===== config.mk =====
export PLATFORM = sky130hd
export DESIGN_NAME = uart_tx_arbiter_flat
export DESIGN_NICKNAME = d
export VERILOG_FILES = /design/src/rtl/uart_pkg.sv /design/src/rtl/uart_tx_arbiter_if.sv /design/src/rtl/rr_arbiter.sv /design/src/rtl/uart_tx_arbiter.sv /design/src/flat_wrapper.sv
export SDC_FILE = /design/constraint.sdc
export NUM_CORES = 1
export LEC_CHECK = 0
export BUFFER_PORTS_ARGS = -buffer_cell sky130_fd_sc_hd__buf_2
export CAP_MARGIN = 15
export CORE_UTILIZATION = 41
export DETAILED_ROUTE_END_ITERATION = 12
export MAX_ROUTING_LAYER = met4
export PLACE_DENSITY = 0.62
export SETUP_SLACK_MARGIN = 0.15
export SYNTH_ARGS = -nofsm -noshare
export SYNTH_HDL_FRONTEND = slang
export SYNTH_SLANG_ARGS = --single-unit

===== constraint.sdc =====
create_clock -name i_Clock -period 5.7 [get_ports i_Clock]
set_input_delay 1.14 -clock i_Clock [delete_from_list [all_inputs] [get_ports i_Clock]]
set_output_delay 1.14 -clock i_Clock [all_outputs]
set_load 0.02 [all_outputs]

===== src/rtl/uart_pkg.sv =====
// Shared definitions for the UART transmit arbiter: FSM encodings,
// header tag and requester-id width.
package uart_pkg;

  // Requester ids are carried in the low nibble of the header byte.
  localparam int ID_W = 4;

  // Upper nibble of every header byte.
  localparam logic [3:0] HDR_TAG = 4'hA;

  typedef enum logic [2:0] {
    ST_IDLE      = 3'd0,
    ST_HDR       = 3'd1,
    ST_WAIT_HDR  = 3'd2,
    ST_DATA      = 3'd3,
    ST_WAIT_DATA = 3'd4
  } state_t;

  // Header byte identifying the owner of the packet that follows.
  function automatic logic [7:0] hdr_byte(input logic [ID_W-1:0] id);
    return {HDR_TAG, id};
  endfunction

endpackage


===== src/rtl/uart_tx_arbiter_if.sv =====
// Requester and UART_TX side signals of the transmit arbiter.
// master: requesters plus UART_TX (the environment); slave: the arbiter.
interface uart_tx_arbiter_if #(
  parameter int NUM_REQ = 4
);

  logic [NUM_REQ-1:0]   i_Req_DV;
  logic [8*NUM_REQ-1:0] i_Req_Byte;
  logic [NUM_REQ-1:0]   i_Req_Last;
  logic [NUM_REQ-1:0]   o_Req_Ready;
  logic [NUM_REQ-1:0]   o_Grant;
  logic                 o_Abort;
  logic                 o_Busy;
  logic                 o_TX_DV;
  logic [7:0]           o_TX_Byte;
  logic                 i_TX_Active;
  logic                 i_TX_Done;

  modport master (
    output i_Req_DV, i_Req_Byte, i_Req_Last, i_TX_Active, i_TX_Done,
    input  o_Req_Ready, o_Grant, o_Abort, o_Busy, o_TX_DV, o_TX_Byte
  );

  modport slave (
    input  i_Req_DV, i_Req_Byte, i_Req_Last, i_TX_Active, i_TX_Done,
    output o_Req_Ready, o_Grant, o_Abort, o_Busy, o_TX_DV, o_TX_Byte
  );

endinterface


===== src/rtl/rr_arbiter.sv =====
// Combinational round-robin pick. The search starts one past the last
// owner and ascends with wrap, so the previous owner has lowest priority.
module rr_arbiter
  import uart_pkg::*;
#(
  parameter int NUM_REQ = 4
) (
  input  logic [NUM_REQ-1:0] req,
  input  logic [ID_W-1:0]    last,
  output logic [NUM_REQ-1:0] grant,
  output logic [ID_W-1:0]    id,
  output logic               any
);

  logic found;
  logic hit;

  // Walk priority positions in order; the first requesting slot wins.
  always_comb begin
    grant = '0;
    id    = '0;
    found = 1'b0;
    hit   = 1'b0;
    for (int i = 0; i < NUM_REQ; i++) begin
      for (int k = 0; k < NUM_REQ; k++) begin
        hit      = !found && req[k] && (k == ((int'(last) + 1 + i) % NUM_REQ));
        grant[k] = grant[k] | hit;
        id       = hit ? ID_W'(k) : id;
        found    = found | hit;
      end
    end
  end

  assign any = |req;

endmodule


===== src/rtl/uart_tx_arbiter.sv =====
// Shares one UART_TX among NUM_REQ byte-stream requesters. A winner keeps
// the transmitter until its last-flagged byte completes or it stalls past
// TIMEOUT_CLKS; each packet is optionally preceded by an id header byte.
module uart_tx_arbiter
  import uart_pkg::*;
#(
  parameter int NUM_REQ      = 4,
  parameter int HEADER_EN    = 1,
  parameter int TIMEOUT_CLKS = 8680
) (
  input logic              i_Clock,
  input logic              i_Rst_L,
  uart_tx_arbiter_if.slave bus
);

  // Counter is sized to hold TIMEOUT_CLKS; a zero timeout keeps one bit.
  localparam int CNT_W = (TIMEOUT_CLKS > 0) ? $clog2(TIMEOUT_CLKS + 1) : 1;
  // Abort fires on the stall cycle that brings the count to TIMEOUT_CLKS.
  localparam logic [CNT_W-1:0] STALL_LIMIT =
    CNT_W'((TIMEOUT_CLKS > 0) ? (TIMEOUT_CLKS - 1) : 0);
  // Out of reset the pointer sits on the top requester so requester 0 leads.
  localparam logic [ID_W-1:0] LAST_INIT = ID_W'(NUM_REQ - 1);

  state_t             state;
  logic [ID_W-1:0]    last_id;
  logic [ID_W-1:0]    gnt_id;
  logic [CNT_W-1:0]   stall_cnt;
  logic               pkt_last;

  logic [NUM_REQ-1:0] req_ready;
  logic [NUM_REQ-1:0] grant;
  logic               abort;
  logic               busy;
  logic               tx_dv;
  logic [7:0]         tx_byte;

  logic [NUM_REQ-1:0] arb_grant;
  logic [ID_W-1:0]    arb_id;
  logic               arb_any;

  logic               sel_dv;
  logic               sel_last;
  logic [7:0]         sel_byte;

  rr_arbiter #(
    .NUM_REQ (NUM_REQ)
  ) u_rr_arbiter (
    .req   (bus.i_Req_DV),
    .last  (last_id),
    .grant (arb_grant),
    .id    (arb_id),
    .any   (arb_any)
  );

  // Mux the owner's valid, last flag and byte using the one-hot grant.
  always_comb begin
    sel_dv   = 1'b0;
    sel_last = 1'b0;
    sel_byte = 8'h00;
    for (int k = 0; k < NUM_REQ; k++) begin
      sel_dv   = sel_dv   | (grant[k] & bus.i_Req_DV[k]);
      sel_last = sel_last | (grant[k] & bus.i_Req_Last[k]);
      sel_byte = sel_byte | ({8{grant[k]}} & bus.i_Req_Byte[8*k +: 8]);
    end
  end

  // Arbitration FSM with all outputs registered; pulses default low.
  always_ff @(posedge i_Clock or negedge i_Rst_L) begin
    if (!i_Rst_L) begin
      state     <= ST_IDLE;
      last_id   <= LAST_INIT;
      gnt_id    <= '0;
      stall_cnt <= '0;
      pkt_last  <= 1'b0;
      req_ready <= '0;
      grant     <= '0;
      abort     <= 1'b0;
      busy      <= 1'b0;
      tx_dv     <= 1'b0;
      tx_byte   <= 8'h00;
    end else begin
      tx_dv     <= 1'b0;
      req_ready <= '0;
      abort     <= 1'b0;
      case (state)
        ST_IDLE: begin
          if (arb_any && !bus.i_TX_Active) begin
            grant     <= arb_grant;
            gnt_id    <= arb_id;
            busy      <= 1'b1;
            stall_cnt <= '0;
            state     <= (HEADER_EN != 0) ? ST_HDR : ST_DATA;
          end
        end
        ST_HDR: begin
          // Hold off while the transmitter is still shifting.
          if (!bus.i_TX_Active) begin
            tx_dv   <= 1'b1;
            tx_byte <= hdr_byte(gnt_id);
            state   <= ST_WAIT_HDR;
          end
        end
        ST_WAIT_HDR: begin
          if (bus.i_TX_Done) begin
            stall_cnt <= '0;
            state     <= ST_DATA;
          end
        end
        ST_DATA: begin
          if (sel_dv && !bus.i_TX_Active) begin
            tx_dv     <= 1'b1;
            tx_byte   <= sel_byte;
            req_ready <= grant;
            pkt_last  <= sel_last;
            state     <= ST_WAIT_DATA;
          end else if ((TIMEOUT_CLKS != 0) && (stall_cnt == STALL_LIMIT)) begin
            // Revoke the grant without sending anything; owner goes to back.
            abort   <= 1'b1;
            grant   <= '0;
            busy    <= 1'b0;
            last_id <= gnt_id;
            state   <= ST_IDLE;
          end else if (TIMEOUT_CLKS != 0) begin
            stall_cnt <= stall_cnt + CNT_W'(1);
          end
        end
        ST_WAIT_DATA: begin
          if (bus.i_TX_Done) begin
            if (pkt_last) begin
              last_id <= gnt_id;
              grant   <= '0;
              busy    <= 1'b0;
              state   <= ST_IDLE;
            end else begin
              stall_cnt <= '0;
              state     <= ST_DATA;
            end
          end
        end
        default: begin
          grant     <= '0;
          busy      <= 1'b0;
          stall_cnt <= '0;
          state     <= ST_IDLE;
        end
      endcase
    end
  end

  assign bus.o_Req_Ready = req_ready;
  assign bus.o_Grant     = grant;
  assign bus.o_Abort     = abort;
  assign bus.o_Busy      = busy;
  assign bus.o_TX_DV     = tx_dv;
  assign bus.o_TX_Byte   = tx_byte;

endmodule


===== src/flat_wrapper.sv =====
// flat-port wrapper written by rule: the top's interface ports become plain ports
module uart_tx_arbiter_flat import uart_pkg::*;
#(
  parameter int NUM_REQ      = 4,
  parameter int HEADER_EN    = 1,
  parameter int TIMEOUT_CLKS = 8680
)
  (i_Clock, i_Rst_L, bus_i_Req_DV, bus_i_Req_Byte, bus_i_Req_Last, bus_i_TX_Active, bus_i_TX_Done, bus_o_Req_Ready, bus_o_Grant, bus_o_Abort, bus_o_Busy, bus_o_TX_DV, bus_o_TX_Byte);
  uart_tx_arbiter_if #(.NUM_REQ(NUM_REQ)) bus_i ();
  input logic i_Clock;
  input logic i_Rst_L;
  input wire logic [$bits(bus_i.i_Req_DV)-1:0] bus_i_Req_DV;
  input wire logic [$bits(bus_i.i_Req_Byte)-1:0] bus_i_Req_Byte;
  input wire logic [$bits(bus_i.i_Req_Last)-1:0] bus_i_Req_Last;
  input wire logic [$bits(bus_i.i_TX_Active)-1:0] bus_i_TX_Active;
  input wire logic [$bits(bus_i.i_TX_Done)-1:0] bus_i_TX_Done;
  output wire logic [$bits(bus_i.o_Req_Ready)-1:0] bus_o_Req_Ready;
  output wire logic [$bits(bus_i.o_Grant)-1:0] bus_o_Grant;
  output wire logic [$bits(bus_i.o_Abort)-1:0] bus_o_Abort;
  output wire logic [$bits(bus_i.o_Busy)-1:0] bus_o_Busy;
  output wire logic [$bits(bus_i.o_TX_DV)-1:0] bus_o_TX_DV;
  output wire logic [$bits(bus_i.o_TX_Byte)-1:0] bus_o_TX_Byte;
  assign bus_i.i_Req_DV = bus_i_Req_DV;
  assign bus_i.i_Req_Byte = bus_i_Req_Byte;
  assign bus_i.i_Req_Last = bus_i_Req_Last;
  assign bus_i.i_TX_Active = bus_i_TX_Active;
  assign bus_i.i_TX_Done = bus_i_TX_Done;
  assign bus_o_Req_Ready = bus_i.o_Req_Ready;
  assign bus_o_Grant = bus_i.o_Grant;
  assign bus_o_Abort = bus_i.o_Abort;
  assign bus_o_Busy = bus_i.o_Busy;
  assign bus_o_TX_DV = bus_i.o_TX_DV;
  assign bus_o_TX_Byte = bus_i.o_TX_Byte;
  uart_tx_arbiter #(.NUM_REQ(NUM_REQ), .HEADER_EN(HEADER_EN), .TIMEOUT_CLKS(TIMEOUT_CLKS)) u_core (.i_Clock(i_Clock), .i_Rst_L(i_Rst_L), .bus(bus_i));
endmodule

# Yosys cells after proc, flatten, opt, wreduce, memory -nomap -nowiden
# Index checks and enable logic that the tools add are counted.
[classes]
multipliers = 0
magnitude_cmp = 0
bitwise = 53
mux = 58
n_eq_ne = 28
n_addsub = 5
n_reduce_logical = 69
div = 0
shifts = 0
[ops]
columns = ["operator", "n"]
rows = [
  ["logical NOT 32 bit", 4],
  ["2-to-1 mux 14 bit", 6],
  ["one-hot mux 14 bit (5 select lines)", 1],
  ["2-to-1 mux 2 bit", 18],
  ["logical AND 1 bit", 33],
  ["bitwise AND 8 bit", 4],
  ["2-to-1 mux 4 bit", 8],
  ["OR 1 bit", 32],
  ["equality test 3 bit (first input constant)", 8],
  ["OR 8 bit", 3],
  ["2-to-1 mux 3 bit", 6],
  ["logical NOT 1 bit", 16],
  ["2-to-1 mux 8 bit", 2],
  ["one-hot mux 4 bit (4 select lines)", 1],
  ["one-hot mux 8 bit (2 select lines)", 1],
  ["one-hot mux 3 bit (5 select lines)", 1],
  ["adder 14 x 1 -> 14 bit (second input constant)", 1],
  ["equality test 14 bit (second input constant)", 1],
  ["equality test 2 x 3 -> 1 bit (first input constant)", 4],
  ["inequality test 2 bit (second input constant)", 6],
  ["2-to-1 mux 1 bit", 11],
  ["AND reduction 5 bit", 2],
  ["OR reduction 2 bit", 5],
  ["bitwise AND 1 bit", 8],
  ["other kinds (19)", 31],
]
[word_totals]
mem_bits_ro = 0
out_inout_bits = 19
ram_bits = 0
latchBits = 0
n_memories = 0
elab_cells = 224
inputBits = 44
register_bits = 43

# Depth between registers and ports, before layout
[depth]
ltp_word = 67
ltp_mapped = 7
mapped_depth_nobuf = 6

# Modules after synthesis
# Synthesis repeated with hierarchy kept, for this count alone.
[hier_totals]
cells_unflattened = 261
area_unflattened_um2 = 2588.7
[modules_own_cells]
columns = ["mod", "area_each_um2", "instances", "cells_per_inst", "seq_area_each_um2"]
rows = [
  ["uart_tx_arbiter", 2359.8, 1, 224, 1128.6],
  ["rr_arbiter", 229.0, 1, 37, 0.0],
]

# Least setup slack after synthesis
# No wires, ideal clock.
[synth_path]
path_type = "input-to-reg"
from = "in bus_i_Req_DV[0]"
to = "reg u_core.stall_cnt[11]"
path_buffers = 1
t_required_ps = 5617
t_arrival_ps = 2557
slack_ps = 3061
stages = 6
setup_ps = 83
path_cell_list = "or4_1 > a211oi_1 > nor3_1 > o21a_4 > buf_6 > a31oi_1"
[synth_via]
elab_chain_len = 7
elab_cells_between_ends = 10
classes_between = "eq/ne: 2; bitwise: 4; reduce/logical: 4"
[synth_rtl]
columns = ["item", "line_no", "text"]
rows = [
  ["from (decl)", "flat_wrapper.sv:12", "input wire logic [$bits(bus_i.i_Req_DV)-1:0] bus_i_Req_DV;"],
  ["bitwise AND 1 bit", "uart_tx_arbiter.sv:61", "sel_dv = sel_dv | (grant[k] & bus.i_Req_DV[k]);"],
  ["OR 1 bit (3 in a row)", "uart_tx_arbiter.sv:61", ""],
  ["logical AND 1 bit", "uart_tx_arbiter.sv:110", "if (sel_dv && !bus.i_TX_Active) begin"],
  ["inequality test 2 bit (no line)", "n/a", ""],
  ["AND reduction 7 bit (no line) *", "n/a", ""],
  ["to (signal assigned)", "uart_tx_arbiter.sv:124", "stall_cnt <= stall_cnt + CNT_W'(1);"],
  ["to (decl)", "uart_tx_arbiter.sv:27", "logic [CNT_W-1:0] stall_cnt;"],
]
# Mark *: on every way between the ends. The rest lies on a longest branch, timed or not.
# A chain may end at the register's enable or synchronous reset.

# Final worst setup path
[layout_path]
from = "in bus_i_Req_DV[0]"
to = "reg u_core.stall_cnt[12]"
# Same word-level chain as after synthesis.

==> qor.csv <==
metric,value,unit
Yosys top cell by area,dfrtp_1,
worst-case vdd ir drop,283.9,uV
Initial DRC Count,135,
gr ovfl total,0,
final hold violation count,0,
# setup viols final,0,
first-pass GRT wire length,8.342,mm
crit path cell chain,buf_2 -> or4_1 -> a211oi_1 -> nor3_1 -> o21a_4 -> a31oi_1,
cell count after placement,356,
Ports,63,
CORE AREA,0.005172,sq mm
synthesis-to-finish area growth,20.74,%
n_diodes,0,
Mapped Nets,281,
"commonest cells after routing, fill and taps aside","62 x buf_2, 39 x dfrtp_1, 23 x a21oi_1",
warnings from Yosys,0,
CP bufs+invs,1,
root buffer cell,clkbuf_8,
H-Tree Depth,2,
worst setup margin,3.052,ns
Avg WL per Cell,14.79,um
Post-synth EDFFs,0,
hold_buf cts,0,
hold crit path type,flip-flop to flip-flop,
critical path endpoint category,flip-flop,
Synth cell types,47,
post-synthesis instance area,0.002232,sq mm
GPL Wtd Cong,0.8418,
CP Class,primary input to flip-flop,
WL final,5.398,mm
CP max FO,14,
Yosys reg bits,41,
"CP delay by family, top",compound AO/OA/AOI/OAI gates,
status,"complete, no violations",
drt via density,5.644,
Final Skew,0.005783,ns
post-CTS setup buffers,0,
Area contributors post-synth,"dfrtp_1 44%, a21oi_1 5.2%, nand2_1 3.5%",
largest net degree at the start of global routing,42,
Worst slew margin,0.3935,
GRT Total Usage,0.2025,
measured slew at the worst slew-check pin,0.9097,ns
Skew-Pair Late Insertion Delay,0.29,ns
initial antenna violation count,0,
CP max-delay cell,or4_1,
TritonCTS clock tree,done,
"commonest non-fill, non-tap cell in the layout",buf_2,
fin cells,365,
Placement Setup Slack,2.369,ns
Post-route DRC,0,
antenna-violating nets left,0,
ys flop type,dfrtp_1,
total power,1.166,mW
TritonRoute pass-1 iters,4,
CP arrival,2.86,ns
fmax,0.3777,GHz
Hold Slack,0.4765,ns
Post-Syn Instances,236,
Slowest Stage Delay on Critical Path,0.57,ns
total number of vias,2060,
Buffers on Ports,62,
initial core utilization,0.4315,
clk buf depth,2,
chip width,75.79,um
Crit path required time,5.91,ns
Detailed Place HPWL,3.745,mm
die footprint,0.005743,sq mm
"Reg clk slew, reported paths",0.07,ns
Avg Inst Size Synth,9.458,sq um
leakage,1.238,nW
die height,75.79,um
vias in the first global route,1766,
Num Clock Sinks,41,
RSZ-0062 raised after global routing,no,
CP Launch Type,primary input,
sequential area share after synthesis,0.4608,
fraction of registers with async set/reset,1.000,
fin. max-slew vios,0,
post-CTS resize count,0,
final worst path period need,2.648,ns
share of cells above drive strength 1,0.2814,
r2r setup slk,3.34,ns
Std-Cell Rows,26,
clock buffer count from CTS,5,
Final Net Count,339,
Pwr Density,432.7,mW/mm^2
post-synth top area share,0.4372,
final setup TNS,0,ns
Max Cap Viol,0,
fin crit share,0.4645,
-- worst reg2reg max path, delay by kind of cell, from the launching register on --
| family | cells | cell delay [ns] |
|---|---|---|
| AND/OR/NAND/NOR | 2 | 0.65 |
| flip-flops | 1 | 0.50 |
| buffers and inverters | 2 | 0.47 |
| AO/OA/AOI/OAI | 3 | 0.61 |
-- per-layer routing --
metal  wire (um)  share of wire  up-vias  GRT usage
met5           0              0        -          -
met4          22         0.0041        0    0.04938
met3         303          0.056        2    0.04630
met2        2415           0.45       58     0.3009
met1        2656           0.49      985     0.2800
li1            -              -     1015          -
-- logic make-up (layout without fill, tap and decap cells) --
| family | count (synthesis) | count (layout) | share of synthesized area |
|---|---|---|---|
| buffers and inverters | 19 | 78 | 0.04260 |
| flip-flops | 41 | 41 | 0.4608 |
| adder cells (fa/ha/maj) | 2 | 2 | 0.01009 |
| AND/OR/NAND/NOR | 78 | 78 | 0.1816 |
| AO/OA/AOI/OAI | 93 | 93 | 0.2904 |
| multiplexers | 3 | 3 | 0.01457 |
-- report_power, final --
part           total (mW)  switching (mW)  leakage (nW)  internal [mW]
logic               0.468           0.281         0.643          0.187
clock network       0.242          0.0989        0.0585          0.143
registers           0.456          0.0965         0.537          0.360
-- final timing paths --
path / from / endpoint / cells past startpoint
max: bus_i_Req_DV[0] / u_core.stall_cnt[12]$_DFFE_PN0P_ / 6
min: u_core.bus.o_TX_Byte[3]$_DFFE_PN0P_ / u_core.bus.o_TX_Byte[3]$_DFFE_PN0P_ / 2
max reg2reg: u_core.state[2]$_DFFE_PN0P_ / u_core.stall_cnt[12]$_DFFE_PN0P_ / 7
min reg2reg: u_core.bus.o_TX_Byte[3]$_DFFE_PN0P_ / u_core.bus.o_TX_Byte[3]$_DFFE_PN0P_ / 2
max in group asynchronous: i_Rst_L / u_core.stall_cnt[6]$_DFFE_PN0P_ / 1
min in group asynchronous: i_Rst_L / u_core.state[0]$_DFFE_PN0P_ / 1
-- metrics by stage --
stage	area, sq um	utilization
2_1_floorplan	2232	-
6_report	2695	0.5210
5_1_grt	2695	0.5210
3_3_place_gp	2571	0.4971
4_1_cts	2688	0.5196
3_5_place_dp	2571	0.4971
-- final cells by class --
type,count,area (sq um)
fill,504,2477
multi-input combinational,176,1115
sequential,41,1028
timing repair buffer,64,325.3
tap,70,87.58
clock buffer,7,86.33
clock inverter,1,30.03
inverter,6,22.52
-- sequential cells by signal, indices dropped and copies added (netlist names) --
register                count
u_core.stall_cnt           14
u_core.bus.o_Grant          4
u_core.bus.o_TX_Byte        8
u_core.last_id              2
u_core.bus.o_Req_Ready      4
u_core.gnt_id               2
u_core.pkt_last             1
u_core.bus.o_Busy           1
u_core.bus.o_TX_DV          1
u_core.state                3
u_core.bus.o_Abort          1
-- Yosys cell counts (all sizes together), types with 6 or more instances --
cell type,n
dfrtp,39
a21oi,23
nand2,21
nor2,20
a31oi,12
clkbuf,9
a221oi,8
a22oi,8
nor3,8
inv,6
nand3,6
o21a,6
Note: power is estimated with default switching activity, not from simulation.
